### config.mk
export PLATFORM = sky130hd
export DESIGN_NAME = ahb_apb_bridge_nslv
export DESIGN_NICKNAME = d
export VERILOG_FILES = /design/src/rtl/ahb_apb_bridge_nslv.sv
export SDC_FILE = /design/constraint.sdc
export NUM_CORES = 1
export LEC_CHECK = 0
export CORE_AREA = 3 3 124 126
export CTS_CLUSTER_SIZE = 14
export DETAILED_ROUTE_END_ITERATION = 8
export DIE_AREA = 0 0 127 129
export DONT_BUFFER_PORTS = 1
export GPL_ROUTABILITY_DRIVEN = 0
export MAX_ROUTING_LAYER = met4
export RECOVER_POWER = 50
export SETUP_SLACK_MARGIN = 0.1
export SLEW_MARGIN = 20
export SYNTH_ARGS = -nofsm -noshare
export SYNTH_HDL_FRONTEND = slang
export SYNTH_SLANG_ARGS = --single-unit
### constraint.sdc
create_clock -name HCLK -period 5.54 [get_ports HCLK]
set_clock_uncertainty 0.15 [all_clocks]
set_input_delay 1.108 -clock HCLK [delete_from_list [all_inputs] [get_ports HCLK]]
set_output_delay 1.108 -clock HCLK [all_outputs]
set_load 0.02 [all_outputs]
### src/rtl/ahb_apb_bridge_nslv.sv
// AHB-Lite slave to APB3 master bridge: N one-hot decoded slaves, HSIZE check, optional PREADY timeout.
// Define AHB_APB_BRIDGE_APB4_EN to add the APB4 PSTRB/PPROT outputs.
module ahb_apb_bridge_nslv #(
  parameter int HADDR_SIZE = 32,
  parameter int HDATA_SIZE = 32,
  parameter int N_SLV      = 4,
  parameter int SLV_SHIFT  = 12,
  parameter int TIMEOUT    = 0
) (
  input  logic                        HCLK,
  input  logic                        HRESETn,
  input  logic                        HSEL,
  input  logic [HADDR_SIZE-1:0]       HADDR,
  input  logic [1:0]                  HTRANS,
  input  logic                        HWRITE,
  input  logic [2:0]                  HSIZE,
  input  logic [3:0]                  HPROT,
  input  logic [HDATA_SIZE-1:0]       HWDATA,
  input  logic                        HREADY,
  output logic                        HREADYOUT,
  output logic                        HRESP,
  output logic [HDATA_SIZE-1:0]       HRDATA,
  output logic [N_SLV-1:0]            PSEL,
  output logic                        PENABLE,
  output logic [HADDR_SIZE-1:0]       PADDR,
  output logic                        PWRITE,
  output logic [HDATA_SIZE-1:0]       PWDATA,
`ifdef AHB_APB_BRIDGE_APB4_EN
  output logic [HDATA_SIZE/8-1:0]     PSTRB,
  output logic [2:0]                  PPROT,
`endif
  input  logic [N_SLV*HDATA_SIZE-1:0] PRDATA,
  input  logic [N_SLV-1:0]            PREADY,
  input  logic [N_SLV-1:0]            PSLVERR,
  output logic [2:0]                  dbg_state_o
);

  localparam int IDXW     = (N_SLV > 1) ? $clog2(N_SLV) : 1;
  localparam int TW       = (TIMEOUT > 0) ? $clog2(TIMEOUT + 1) : 1;
  localparam int MAX_SIZE = $clog2(HDATA_SIZE / 8);
  localparam int NSTRB    = HDATA_SIZE / 8;
  localparam logic [TW-1:0] TO_LAST = TW'((TIMEOUT > 0) ? TIMEOUT - 1 : 0);
  localparam logic [TW-1:0] TO_MAX  = TW'(TIMEOUT);

  typedef enum logic [2:0] {ST_IDLE, ST_SETUP, ST_ACCESS, ST_ERR1, ST_ERR2} state_t;

  state_t                  state_q, state_d;
  logic [IDXW-1:0]         idx_in, idx_q;
  logic [TW-1:0]           cnt_q;
  logic [HADDR_SIZE-1:0]   paddr_q;
  logic                    pwrite_q;
  logic [HDATA_SIZE-1:0]   pwdata_q, hrdata_q, sel_rdata;
  logic [N_SLV-1:0]        sel_onehot;
  logic                    take, req_ok, sel_ready, sel_err, timeout_hit;

  // A transfer is taken only while the bridge shows HREADYOUT=1 (IDLE or ERR2) and the
  // bus-wide HREADY, HSEL and a NONSEQ/SEQ HTRANS are all high in the same cycle.
  assign take = HSEL & HREADY & HTRANS[1] & ((state_q == ST_IDLE) | (state_q == ST_ERR2));

  if (N_SLV > 1) begin : g_idx
    assign idx_in = HADDR[SLV_SHIFT +: IDXW];
  end else begin : g_idx_one
    assign idx_in = '0;
  end

  assign req_ok      = (32'(idx_in) < 32'(N_SLV)) && (32'(HSIZE) <= 32'(MAX_SIZE));
  assign sel_ready   = PREADY[idx_q];
  assign sel_err     = PSLVERR[idx_q];
  assign sel_rdata   = PRDATA[32'(idx_q) * HDATA_SIZE +: HDATA_SIZE];
  assign sel_onehot  = N_SLV'(1) << idx_q;
  assign timeout_hit = (TIMEOUT != 0) && (cnt_q >= TO_LAST);

  always_ff @(posedge HCLK or negedge HRESETn) begin
    if (!HRESETn) state_q <= ST_IDLE;
    else          state_q <= state_d;
  end

  always_comb begin
    state_d = state_q;
    case (state_q)
      ST_IDLE, ST_ERR2: begin
        if (take) state_d = req_ok ? ST_SETUP : ST_ERR1;
        else      state_d = ST_IDLE;
      end
      ST_SETUP:  state_d = ST_ACCESS;
      ST_ACCESS: begin
        if (sel_ready)        state_d = sel_err ? ST_ERR1 : ST_IDLE;
        else if (timeout_hit) state_d = ST_ERR1;
      end
      ST_ERR1:   state_d = ST_ERR2;
      default:   state_d = ST_IDLE;
    endcase
  end

  always_comb begin
    HREADYOUT = 1'b1;
    HRESP     = 1'b0;
    PSEL      = '0;
    PENABLE   = 1'b0;
    case (state_q)
      ST_SETUP:  begin HREADYOUT = 1'b0; PSEL = sel_onehot; end
      ST_ACCESS: begin HREADYOUT = 1'b0; PSEL = sel_onehot; PENABLE = 1'b1; end
      ST_ERR1:   begin HREADYOUT = 1'b0; HRESP = 1'b1; end
      ST_ERR2:   HRESP = 1'b1;
      default:   ;
    endcase
  end

`ifdef AHB_APB_BRIDGE_APB4_EN
  localparam int LANE_W = (NSTRB > 1) ? $clog2(NSTRB) : 1;
  logic [NSTRB-1:0] strb_d, pstrb_q;
  logic [2:0]       pprot_q;
  logic [31:0]      nbytes, lane_base;
  logic             unused_in;

  // Little-endian lanes: a naturally aligned block of 2**HSIZE bytes at the address offset.
  always_comb begin
    nbytes    = 32'd1 << HSIZE;
    lane_base = 32'(HADDR[LANE_W-1:0]) & ~(nbytes - 32'd1);
    strb_d    = '0;
    for (int b = 0; b < NSTRB; b++)
      strb_d[b] = HWRITE && (32'(b) >= lane_base) && (32'(b) < lane_base + nbytes);
  end

  assign PSTRB     = pstrb_q;
  assign PPROT     = pprot_q;
  assign unused_in = ^{HTRANS[0], HPROT[3:2]};
`else
  logic unused_in;
  assign unused_in = ^{HTRANS[0], HPROT};
`endif

  always_ff @(posedge HCLK or negedge HRESETn) begin
    if (!HRESETn) begin
      idx_q    <= '0;
      cnt_q    <= '0;
      paddr_q  <= '0;
      pwrite_q <= 1'b0;
      pwdata_q <= '0;
      hrdata_q <= '0;
`ifdef AHB_APB_BRIDGE_APB4_EN
      pstrb_q  <= '0;
      pprot_q  <= '0;
`endif
    end else begin
      if (take && req_ok) begin
        paddr_q  <= HADDR;
        pwrite_q <= HWRITE;
        idx_q    <= idx_in;
`ifdef AHB_APB_BRIDGE_APB4_EN
        pstrb_q  <= strb_d;
        pprot_q  <= {~HPROT[0], 1'b0, HPROT[1]};
`endif
      end
      if (state_q == ST_SETUP) begin
        pwdata_q <= HWDATA;
        cnt_q    <= '0;
      end
      if (state_q == ST_ACCESS) begin
        if (cnt_q != TO_MAX) cnt_q <= cnt_q + TW'(1);
        if (sel_ready && !sel_err && !pwrite_q) hrdata_q <= sel_rdata;
      end
    end
  end

  assign PADDR       = paddr_q;
  assign PWRITE      = pwrite_q;
  assign PWDATA      = pwdata_q;
  assign HRDATA      = hrdata_q;
  assign dbg_state_o = state_q;

endmodule

* Yosys cells after proc, flatten, opt, wreduce, memory -nomap -nowiden
Index checks and enable logic that the tools add are counted.
** Word-level totals
- Word-level logic and storage cells :: 43
- Input bits :: 214
- Register bits :: 102
** Cells by class
- Shift operators :: 2
- Equality and inequality tests :: 5
- $lt $le $gt $ge :: 2
- Muxes and demuxes :: 13
- Bitwise gates (word level) :: 4
- Reductions and logical operators :: 11
** Operators with widths (count)
- $shiftx 128x8->32 :: 1
- $pmux 3 s4 :: 1
- $eq 3x2->1 const B :: 2
- $mux 2 :: 3
- $reduce_or 2->1 :: 3
- $mux 1 :: 5
- $bmux 1 s2 :: 2
- $mux 4 :: 1
- $shl 1x2->4 const A :: 1
- $and 1x1->1 :: 3
- $eq 3x1->1 const B :: 1
- $eq 3x3->1 const B :: 1
- $le 3x2->1 const B :: 1
- $logic_and 1x1->1 :: 3
- $logic_not 3->1 :: 1
- $lt 2x3->1 const B :: 1
- $mux 3 :: 1
- $reduce_or 3->1 :: 1
- $logic_not 1->1 :: 2
- $ne 2x2->1 const B :: 1
- $reduce_and 2->1 :: 1
- $or 1x1->1 :: 1

* Depth between registers and ports, before layout
- Depth after elaboration :: 6
- Mapped depth :: 7

* Worst setup path before layout
Ideal clock, no wire load.
- Path type :: flip-flop to output port
- Start :: reg idx_q[0]
- End :: out PSEL[0]
- Setup slack :: 2714 ps
- Arrival :: 1568 ps
- Stages on the path, launching flop included :: 4
- Cells stage by stage :: dfrtp_1 buf_6 clkbuf_1 nor4_1
** On the way
- Cells in the longest elaborated chain, start to end :: 2
** Ends and longest elaborated chain
- from (decl) :: line 48 : logic [IDXW-1:0] idx_in, idx_q;
- from (signal assigned) :: line 149 : idx_q <= idx_in;
- $shl 1x2->4 :: line 70 : assign sel_onehot = N_SLV'(1) << idx_q;
- $mux 4 :: line 100 : case (state_q)
- to (decl) :: line 23 : output logic [N_SLV-1:0] PSEL,
No other way between the ends.

* Worst setup path after layout
- Start :: reg idx_q[0]
- End :: reg hrdata_q[30] (netlist: HRDATA[30])
** On the way
- Cells in the longest elaborated chain, start to end :: 6
** Ends and longest elaborated chain
- branches (longest 6 deep; another with $shiftx 128x8->32)
- to (signal assigned) :: line 161 : if (sel_ready && !sel_err && !pwrite_q) hrdata_q <= sel_rdata;
- to (decl) :: line 52 : logic [HDATA_SIZE-1:0] pwdata_q, hrdata_q, sel_rdata;
Parallel ways; which one is timed is not known. The select of a mux whose other input is x is not followed.
A chain may end at the register's enable or synchronous reset.

==> flow_summary.ini <==
[outcome]
status = finished with violations
violations = capacitance limit, slew limit

[cells_and_area]
multi_input_area_mm2 = 0.00215
num-nets-final = 494
fin_area_mm2 = 0.00523
stdcell_count = 470
layout-drive-gt1-share = 0.554
fillers = 1365
ff_latch_area_mm2 = 0.00250
area_growth_pct = 9.42

[critical_path]
r2r-end = HRDATA[30]
r2r_slack_ns = 1.94
worst-path-max-fanout = 36
critPathArrivalTime_ns = 3.67
r2r_cells = 6
max_stage_delay_ns = 0.90
crit_type = reg -> reg
cp_common_cell = buf_4
worstPathCellList = buf_4, nor4b_2, nor4_1, or3b_2, buf_4, mux2_4
startpoint_type = register
r2r-start = idx_q[0]
end_kind = register
cp_slowest_cell = or3b_2
crit_required_ns = 5.61

[power]
power_density_mw_per_mm2 = 677
irDropWorstVdd_v = 0.000258
finalPower_w = 0.00354
p_leak_nw = 2.24

[yosys]
ys_seq_area_frac = 0.523
yosysUniqueCellTypes = 28
synth_ff_type = dfrtp_1
yosysTopAreaCell = dfrtp_1
async_reset_ff_frac = 1.00
synth.top_cells.by_area = dfrtp_1 52%, mux2_2 16%, mux4_2 15%
synth.avg_cell_area_um2 = 16.8
synth_cells = 285
syn_area_mm2 = 0.00478
synth_nets = 499
yosysMostFrequentCell = dfrtp_1
yosys-top-cells-count = 100 x dfrtp_1, 67 x mux2_2, 32 x mux4_2
yosysWarnings = 0
synth_top_area_frac = 0.523
ys_ff_latch = 100
synth_edf_count = 0

[detailed_routing]
wl_um = 12200
drtAntennaViolNets = 0
vias = 2580
vias_per_cell = 5.49
drc = 0
firstDrtPassIters = 4
wl_per_cell_um = 26.1
drt_iter0_markers = 157

[clocking]
clock_path_buffers = 2
clk_pin_slew_ns = 0.08
numCtsBuffers = 9
cts_root_buf = clkbuf_16
clock_latency_ns = 0.35
post-cts-setup-buffer-count = 0
htreeDepth = 3
cts_hold_buf = 0
cts_resized = 0
cts_tree = done
cts.sinks = 100

[floorplanning]
rows = 44
fp.coreArea_mm2 = 0.0144
die_w_um = 127
dieArea_mm2 = 0.0164
io_pins = 321
die_y_um = 129
start_util = 0.332

[timing]
setup_violations = 0
fmax_mhz = 278
final-max-slew-violation-count = 33
rsz0062_at_grt = no
period_share = 0.650
hold_viol = 0
setup-tns-final_ns = 0
worstMarginPinSlew_ns = 1.70
relSlewSlack = -0.132
period_needed_ns = 3.60

[global_route]
antenna_found_initial = 1
grt_usage = 0.148
grt_start_max_net_pins = 101
grt.overflow.total = 0
grt_pass1_wl_um = 17700
grt_pass1_vias = 2889

[flow_run]
drv_cap = 1

[place]
hpwlAfterDp_um = 9350
place_area_mm2 = 0.00494
portBuffers = 0
dpl.cell_count = 453

[worst_hold_path]
min_path_type = in -> async
-- logic make-up after synthesis --
| logic type | count (synthesis) | synth area share |
|---|---|---|
| muxes | 129 | 0.403 |
| DFF | 100 | 0.523 |
| and+or+nand+nor | 27 | 0.0358 |
| buffers and inverters | 22 | 0.0277 |
| AOI/OAI and AO/OA | 6 | 0.00863 |
| xor gates and xnor gates | 1 | 0.00183 |
-- critical path: cells and delay by family, from the launching register on --
kind,cells,cell delay [ns]
buffers and inverters,2,0.91
flip-flops,1,0.54
multiplexers,1,0.31
AND/OR/NAND/NOR,3,1.50
-- cell type report --
class                   count  area share
diodes                      1    0.000478
clock inverters             7      0.0153
multi-input cells         163       0.411
well taps                 184      0.0440
flip-flops and latches    100       0.479
clock buffers               9      0.0430
repair buffers              6     0.00789
-- how the worst max path moves through the flow --
stage                     startpoint    endpoint  slack (ns)  depth (start not counted)
final                       idx_q[0]  HRDATA[30]        1.94                          6
after floorplan             idx_q[0]     PSEL[0]        2.71                          3
after global placement    PSLVERR[1]  HRDATA[30]        1.84                          5
after detailed placement  PSLVERR[1]  HRDATA[26]        1.80                          5
after CTS                   idx_q[0]  HRDATA[26]        1.85                          6
after global routing        idx_q[0]  HRDATA[25]        1.69                          6
-- registers in the layout (all words and copies together) (netlist names) --
name and flops:
HRDATA 32, PWRITE 1, PADDR 31, dbg_state_o 3, PWDATA 32, idx_q 1
-- metrics by stage --
step	util	setup WS (ns)	hold WS, ns
after floorplan	-	2.71	0.485
after global placement	0.342	1.84	0.503
after detailed placement	0.342	1.80	0.504
after CTS	0.364	1.85	0.281
after global routing	0.363	1.69	0.276
final	0.363	1.94	0.304
-- report_power, final --
part	switching, W	internal (W)	leakage [nW]	total (W)
Combinational	0.000402	0.000656	0.881	0.00106
Clock	0.000311	0.000321	0.146	0.000633
Sequential	0.000760	0.00109	1.21	0.00185
-- layout by cell type, fill, tap and decap left out --
master / synthesis / final
or3b_2: 0 / 1
nor4b_2: 1 / 1
nand2_1: 6 / 6
diode_2: 0 / 1
a21oi_1: 1 / 1
o21ai_0: 1 / 1
nand4_1: 1 / 1
xnor2_1: 1 / 1
and3_1: 1 / 1
clkinv_4: 0 / 1
nor4_1: 2 / 1
nor3b_1: 1 / 2
nor4_2: 0 / 1
mux2_4: 30 / 30
or2_2: 1 / 1
inv_8: 0 / 2
and4b_1: 1 / 1
clkinv_8: 0 / 2
nor2_1: 6 / 6
a211o_1: 1 / 1
mux4_2: 32 / 32
buf_4: 0 / 5
o211ai_1: 2 / 2
mux2_2: 67 / 67
clkbuf_16: 0 / 9
inv_6: 0 / 1
nand2b_1: 1 / 1
and4bb_2: 2 / 2
a21o_1: 1 / 1
dfrtp_2: 0 / 2
clkinvlp_4: 0 / 1
clkbuf_1: 7 / 1
nand3_1: 2 / 2
dfrtp_1: 100 / 98
-- routing by layer --
metal	routed length [µm]	global-route usage	vias up	part of all wire
li1	-	-	1066	-
met1	4790	0.185	1322	0.39
met2	6190	0.233	182	0.51
met3	1100	0.0390	10	0.090
met4	175	0.0530	0	0.014
met5	0	-	-	0
No activity file was read; power rests on OpenSTA's default activity.
